File: src/rtl/fetch_queue_pkg.sv
// Shared types and constants for the fetch-to-decode prefetch queue (package fetch_pkg).
package fetch_pkg;

    typedef struct packed {
        logic [31:0] pc;
        logic [31:0] next_pc;
        logic [31:0] inst;
    } fetch_entry_t;

    localparam logic [31:0] NOP_INST = 32'h00000000;
    localparam logic [31:0] PC_STEP  = 32'd4;

endpackage

File: src/rtl/fetch_queue_if.sv
// Handshake bundle between fetch (producer), the prefetch queue, and decode (consumer).
interface fetch_queue_if;

    logic        in_valid;
    logic        in_ready;
    logic [31:0] in_pc;
    logic [31:0] in_next_pc;
    logic [31:0] in_inst;

    logic        out_valid;
    logic        out_ready;
    logic [31:0] out_pc;
    logic [31:0] out_next_pc;
    logic [31:0] out_inst;

    modport master (
        output in_valid, in_pc, in_next_pc, in_inst, out_ready,
        input  in_ready, out_valid, out_pc, out_next_pc, out_inst
    );

    modport slave (
        input  in_valid, in_pc, in_next_pc, in_inst, out_ready,
        output in_ready, out_valid, out_pc, out_next_pc, out_inst
    );

endinterface

File: src/rtl/fetch_queue_ctrl.sv
// Pointer, occupancy and handshake qualification for fetch_queue.
// FETCH_QUEUE_BYPASS_EN enables zero-latency pass-through when the queue is empty.
module fetch_queue_ctrl #(
    parameter int DEPTH = 4,
    parameter int PTR_W = $clog2(DEPTH)
) (
    input  logic             clk,
    input  logic             reset,
    input  logic             flush,
    input  logic             in_valid,
    input  logic             out_ready,
    output logic             in_ready,
    output logic             out_valid,
    output logic             bypass,
    output logic             push,
    output logic             pop,
    output logic [PTR_W-1:0] wr_ptr,
    output logic [PTR_W-1:0] rd_ptr,
    output logic [PTR_W:0]   count
);

    localparam logic [PTR_W:0]   FULL_COUNT = (PTR_W + 1)'(DEPTH);
    localparam logic [PTR_W-1:0] PTR_ONE    = PTR_W'(1);
    localparam logic [PTR_W:0]   CNT_ONE    = (PTR_W + 1)'(1);

    logic empty;

    assign empty    = (count == '0);
    assign in_ready = (count != FULL_COUNT);

`ifdef FETCH_QUEUE_BYPASS_EN
    assign bypass = empty && in_valid && !flush;
`else
    assign bypass = 1'b0;
`endif

    // A bypassed triple taken by decode in the same cycle never touches storage.
    assign out_valid = !empty || bypass;
    assign push      = in_valid && in_ready && !flush && !(bypass && out_ready);
    assign pop       = !empty && out_ready && !flush;

    always_ff @(posedge clk or negedge reset) begin
        if (!reset) begin
            wr_ptr <= '0;
            rd_ptr <= '0;
            count  <= '0;
        end else if (flush) begin
            wr_ptr <= '0;
            rd_ptr <= '0;
            count  <= '0;
        end else begin
            if (push) wr_ptr <= wr_ptr + PTR_ONE;
            if (pop)  rd_ptr <= rd_ptr + PTR_ONE;
            case ({push, pop})
                2'b10:   count <= count + CNT_ONE;
                2'b01:   count <= count - CNT_ONE;
                default: count <= count;
            endcase
        end
    end

endmodule

File: src/rtl/fetch_queue.sv
// Instruction prefetch FIFO between fetch and decode; flush discards everything on a taken branch.
// Optional zero-latency empty bypass under FETCH_QUEUE_BYPASS_EN.
module fetch_queue
    import fetch_pkg::*;
#(
    parameter int DEPTH = 4,
    parameter int PTR_W = $clog2(DEPTH)
) (
    input  logic           clk,
    input  logic           reset,
    input  logic           flush,
    fetch_queue_if.slave   bus,
    output logic [PTR_W:0] count
);

    fetch_entry_t     mem [DEPTH];
    fetch_entry_t     head;
    fetch_entry_t     incoming;
    logic             in_ready;
    logic             out_valid;
    logic             bypass;
    logic             push;
    logic             pop;
    logic [PTR_W-1:0] wr_ptr;
    logic [PTR_W-1:0] rd_ptr;

    fetch_queue_ctrl #(
        .DEPTH (DEPTH),
        .PTR_W (PTR_W)
    ) u_ctrl (
        .clk       (clk),
        .reset     (reset),
        .flush     (flush),
        .in_valid  (bus.in_valid),
        .out_ready (bus.out_ready),
        .in_ready  (in_ready),
        .out_valid (out_valid),
        .bypass    (bypass),
        .push      (push),
        .pop       (pop),
        .wr_ptr    (wr_ptr),
        .rd_ptr    (rd_ptr),
        .count     (count)
    );

    assign incoming = '{pc: bus.in_pc, next_pc: bus.in_next_pc, inst: bus.in_inst};

    // Storage is deliberately not reset; occupancy alone decides what is visible.
    always_ff @(posedge clk) begin
        if (push) mem[wr_ptr] <= incoming;
    end

    always_comb begin
        head = '{pc: 32'h0, next_pc: 32'h0, inst: NOP_INST};
        if (bypass)         head = incoming;
        else if (out_valid) head = mem[rd_ptr];
    end

    assign bus.in_ready    = in_ready;
    assign bus.out_valid   = out_valid;
    assign bus.out_pc      = head.pc;
    assign bus.out_next_pc = head.next_pc;
    assign bus.out_inst    = head.inst;

    // pop is consumed only through the pointer update in the controller.
    logic unused_pop;
    assign unused_pop = pop;

endmodule
File: src/flat_wrapper.sv
// flat-port wrapper written by rule: the top's interface ports become plain ports
module fetch_queue_flat import fetch_pkg::*;
#(
    parameter int DEPTH = 4,
    parameter int PTR_W = $clog2(DEPTH)
)
  (clk, reset, flush, count, bus_in_valid, bus_in_pc, bus_in_next_pc, bus_in_inst, bus_out_ready, bus_in_ready, bus_out_valid, bus_out_pc, bus_out_next_pc, bus_out_inst);
  fetch_queue_if bus_i ();
  input  logic clk;
  input  logic reset;
  input  logic flush;
  output logic [PTR_W:0] count;
  input wire logic [$bits(bus_i.in_valid)-1:0] bus_in_valid;
  input wire logic [$bits(bus_i.in_pc)-1:0] bus_in_pc;
  input wire logic [$bits(bus_i.in_next_pc)-1:0] bus_in_next_pc;
  input wire logic [$bits(bus_i.in_inst)-1:0] bus_in_inst;
  input wire logic [$bits(bus_i.out_ready)-1:0] bus_out_ready;
  output wire logic [$bits(bus_i.in_ready)-1:0] bus_in_ready;
  output wire logic [$bits(bus_i.out_valid)-1:0] bus_out_valid;
  output wire logic [$bits(bus_i.out_pc)-1:0] bus_out_pc;
  output wire logic [$bits(bus_i.out_next_pc)-1:0] bus_out_next_pc;
  output wire logic [$bits(bus_i.out_inst)-1:0] bus_out_inst;
  assign bus_i.in_valid = bus_in_valid;
  assign bus_i.in_pc = bus_in_pc;
  assign bus_i.in_next_pc = bus_in_next_pc;
  assign bus_i.in_inst = bus_in_inst;
  assign bus_i.out_ready = bus_out_ready;
  assign bus_in_ready = bus_i.in_ready;
  assign bus_out_valid = bus_i.out_valid;
  assign bus_out_pc = bus_i.out_pc;
  assign bus_out_next_pc = bus_i.out_next_pc;
  assign bus_out_inst = bus_i.out_inst;
  fetch_queue #(.DEPTH(DEPTH), .PTR_W(PTR_W)) u_core (.clk(clk), .reset(reset), .flush(flush), .bus(bus_i), .count(count));
endmodule
File: config.mk
export PLATFORM = sky130hd
export DESIGN_NAME = fetch_queue_flat
export DESIGN_NICKNAME = d
export VERILOG_FILES = /design/src/rtl/fetch_queue_pkg.sv /design/src/rtl/fetch_queue_if.sv /design/src/rtl/fetch_queue_ctrl.sv /design/src/rtl/fetch_queue.sv /design/src/flat_wrapper.sv
export SDC_FILE = /design/constraint.sdc
export NUM_CORES = 1
export LEC_CHECK = 0
export ABC_AREA = 1
export BUFFER_PORTS_ARGS = -buffer_cell sky130_fd_sc_hd__buf_2
export CELL_PAD_IN_SITES_DETAIL_PLACEMENT = 0
export CELL_PAD_IN_SITES_GLOBAL_PLACEMENT = 1
export CORE_ASPECT_RATIO = 0.9
export CORE_UTILIZATION = 38
export DETAILED_ROUTE_END_ITERATION = 6
export HOLD_SLACK_MARGIN = 0.02
export PLACE_DENSITY = 0.67
export SYNTH_ARGS = -nofsm -noshare
export SYNTH_HDL_FRONTEND = slang
export SYNTH_SLANG_ARGS = --single-unit
File: constraint.sdc
create_clock -name clk -period 5.3 [get_ports clk]
set_clock_uncertainty 0.05 [all_clocks]
set_input_delay 1.325 -clock clk [delete_from_list [all_inputs] [get_ports clk]]
set_output_delay 1.325 -clock clk [all_outputs]
set_load 0.01 [all_outputs]
==> flow_summary.toml <==
[run_status]
outcome = "complete, no violations"

[clocking]
number_of_h_tree_levels = 2
post_cts_setup_driven_buffer_insertion_count = 0
insertion_delay_ns = 0.54
clock-sinks = 391
holdBufCountCts = 0
numCtsBuffers = 43
post_cts_sizing_count = 0
clock_pin_slew_reported_for_the_worst_setup_and_hold_paths_after_clock_tree_synthesis_ns = 0.06
cts-root-to-sink-buffers = 3
cts_tree = "done"
cts-root-buf = "clkbuf_16"

[grt]
first_global_vias = 9267
first_pass_grt_wire_length_um = 53800
initial_antenna_violation_count = 6
grt_start_max_net_pins = 194
tot_gr_track_use = 0.175
grt_remaining_overflow = 0

[die]
die_y_um = 193
coreArea_sq_mm = 0.0396
die_width_um = 214
initial_core_util = 0.387
std_cell_rows = 69
ios = 202
die-area_sq_mm = 0.0412

[layout]
final_nets = 1490
area_overhead_vs_synth_pct = 18.4
final_cell_count_no_fill = 1950
layout-drive-gt1-share = 0.209

[setup_path]
timing.critical_path.fanout_max = 61
cp-end-kind = "output port"
critPathKind = "reg -> out"
worst_setup_path_start_kind = "flip-flop"
worstPathRequired_ns = 3.92
timing.critical_path.arrival_ns = 2.64
r2r_setup_slack_ns = 2.86

[routing]
route.vias.total = 9493
drt.antenna.violating_nets = 0
drt_first_iter_violations = 556
vias_per_cell = 4.87
post-route-drc-count = 0
drt_wl_total_um = 36000
drt-wirelength-per-cell_um = 18.5
drt-pass1-iter-count = 5

[timing]
slew_at_the_pin_closest_to_its_max_slew_limit_ns = 1.25
finalMaxSlewViolations = 0
fin_crit_ns = 4.02
report.final.setup_viol = 0
final_critical_path_setup_slack_ns = 1.28
max_freq_mhz = 249
crit_share_post_route = 0.758
finalHoldViolations = 0
max_slew_margin = 0.166
unrepaired_setup_endpoints_after_global_routing = "no"

[power]
power_w = 0.00894
total_leakage_power_nw = 6.49
power-per-cell-area_mw_per_mm2 = 492
vdd.ir_drop.worst_mv = 0.300

[placement]
post-place-cells = 1871
portBuffers = 201
pre_cts_ws_ns = 1.82
finalWeightedCongestion = 0.721
detailed_place_hpwl_um = 18600

[hold_path]
timing.hold.worst.class = "reg -> reg"

[logic_synthesis]
synth_enable_flop_cells = 384
synth.area.mux_share = 0
synth_simple_gate_area_frac = 0.103
synth-seq-area-share = 0.763
yosys_warnings = 0
synth_top_flop_cell = "edfxtp_1"
synth_seq_cells = 391
synth_xor_area_frac = 0.000571
asyncSetResetFlopFracSynth = 0.0179
netlist_area_sq_mm = 0.0153
synth_cells = 1196
synth.lib_cells_used.distinct = 24
synth_compound_area_frac = 0.0970
synth_top_family_by_area = "simple AND/OR/NAND/NOR gates"
synthAdderAreaFrac = 0.00457
synth_fp_nets = 1302
syn_avg_cell_area_sq_um = 12.8

[job]
drv_cap = 0
## layout by cell type, fill, tap and decap left out, drive strengths merged
cell type / Yosys / final
edfxtp: 384 / 384
bufinv: 0 / 1
buf: 41 / 217
o21ai: 196 / 196
nand2: 22 / 22
nand3: 2 / 2
nor2: 391 / 391
dfrtp: 7 / 7
xnor2: 1 / 1
clkbuf: 33 / 56
a21oi: 99 / 99
a21boi: 1 / 1
diode: 0 / 3
ha: 4 / 4
clkinv: 0 / 20
inv: 14 / 13
fa: 1 / 1
## critical path, stage by stage (launching register included)
cell and delay [ns]:
dfrtp_4 0.82, clkinv_2 0.12, buf_4 0.39, nor2_1 0.18
o21ai_0 0.09, a21oi_1 0.24, buf_2 0.19
## synth_stat cells, types with 6 or more instances
library cell	count	area share
nor2_1	389	0.095
edfxtp_1	384	0.75
buf_2	15	0.0049
inv_1	10	0.0024
o21ai_1	128	0.042
buf_4	21	0.010
nand2_2	6	0.0024
a21oi_1	98	0.032
o21ai_0	68	0.022
nand2_1	16	0.0039
dfrtp_1	7	0.011
clkbuf_2	16	0.0052
clkbuf_1	17	0.0042
## where the power goes
part / internal, W / switching, W / leakage (nW)
combinational: 0.000781 / 0.00167 / 2.25
clock: 0.00167 / 0.00116 / 0.665
sequential: 0.00359 / 0.0000714 / 3.58
## state kept, by name, indices dropped and copies added (netlist names)
signal                flops
u_core.u_ctrl.wr_ptr      2
u_core.mem              384
u_core.u_ctrl.count       3
u_core.u_ctrl.rd_ptr      2
## cell type report
type                       count  area, sq um
timing repair buffer         217         1190
tap                          532          666
fill                        3608        21500
multi-input combinational    717         3180
antenna                        3         7.51
clock inverter                20          118
clock buffer                  56         1230
sequential                   391        11700
inverter                      14         60.1
## per-stage QoR
step	area [sq um]	hold WS, ns	util	setup TNS [ns]
global placement	16800	0.511	0.424	0
floorplan	15300	0.530	-	-357.61
detailed placement	16800	0.528	0.424	0
finish	18200	0.522	0.458	0
global route	18200	0.552	0.458	0
CTS	18200	0.536	0.458	0
## path summary, 6_finish.rpt
| path | from | to | cells after the start |
|---|---|---|---|
| min in group asynchronous | reset | u_core.u_ctrl.rd_ptr[1]$_DFFE_PN0P_ | 1 |
| hold reg to reg | u_core.u_ctrl.count[0]$_DFFE_PN0P_ | u_core.u_ctrl.count[0]$_DFFE_PN0P_ | 1 |
| setup reg to reg | u_core.u_ctrl.count[0]$_DFFE_PN0P_ | u_core.mem[3][53]$_DFFE_PP_ | 7 |
| setup / recovery | u_core.u_ctrl.rd_ptr[1]$_DFFE_PN0P_ | bus_out_next_pc[17] | 6 |
| hold / removal | u_core.u_ctrl.count[0]$_DFFE_PN0P_ | u_core.u_ctrl.count[0]$_DFFE_PN0P_ | 1 |
| max in group asynchronous | reset | u_core.u_ctrl.rd_ptr[0]$_DFFE_PN0P_ | 1 |
## layer usage
layer	up-vias	GRT usage	wire length, um	part of all wire
li1	4626	-	-	-
met1	4594	0.229	15700	0.44
met2	213	0.286	17400	0.48
met3	54	0.0456	2150	0.060
met4	6	0.0462	643	0.018
met5	-	0	45	0.0012
## cells by family after synthesis
| logic type | after synthesis |
|---|---|
| XOR/XNOR | 1 |
| flip-flops | 391 |
| AND/OR/NAND/NOR | 415 |
| buffers and inverters | 88 |
| adder cells (fa/ha/maj) | 5 |
| AO/OA/AOI/OAI | 296 |
Power figures use the tool's default switching activity.
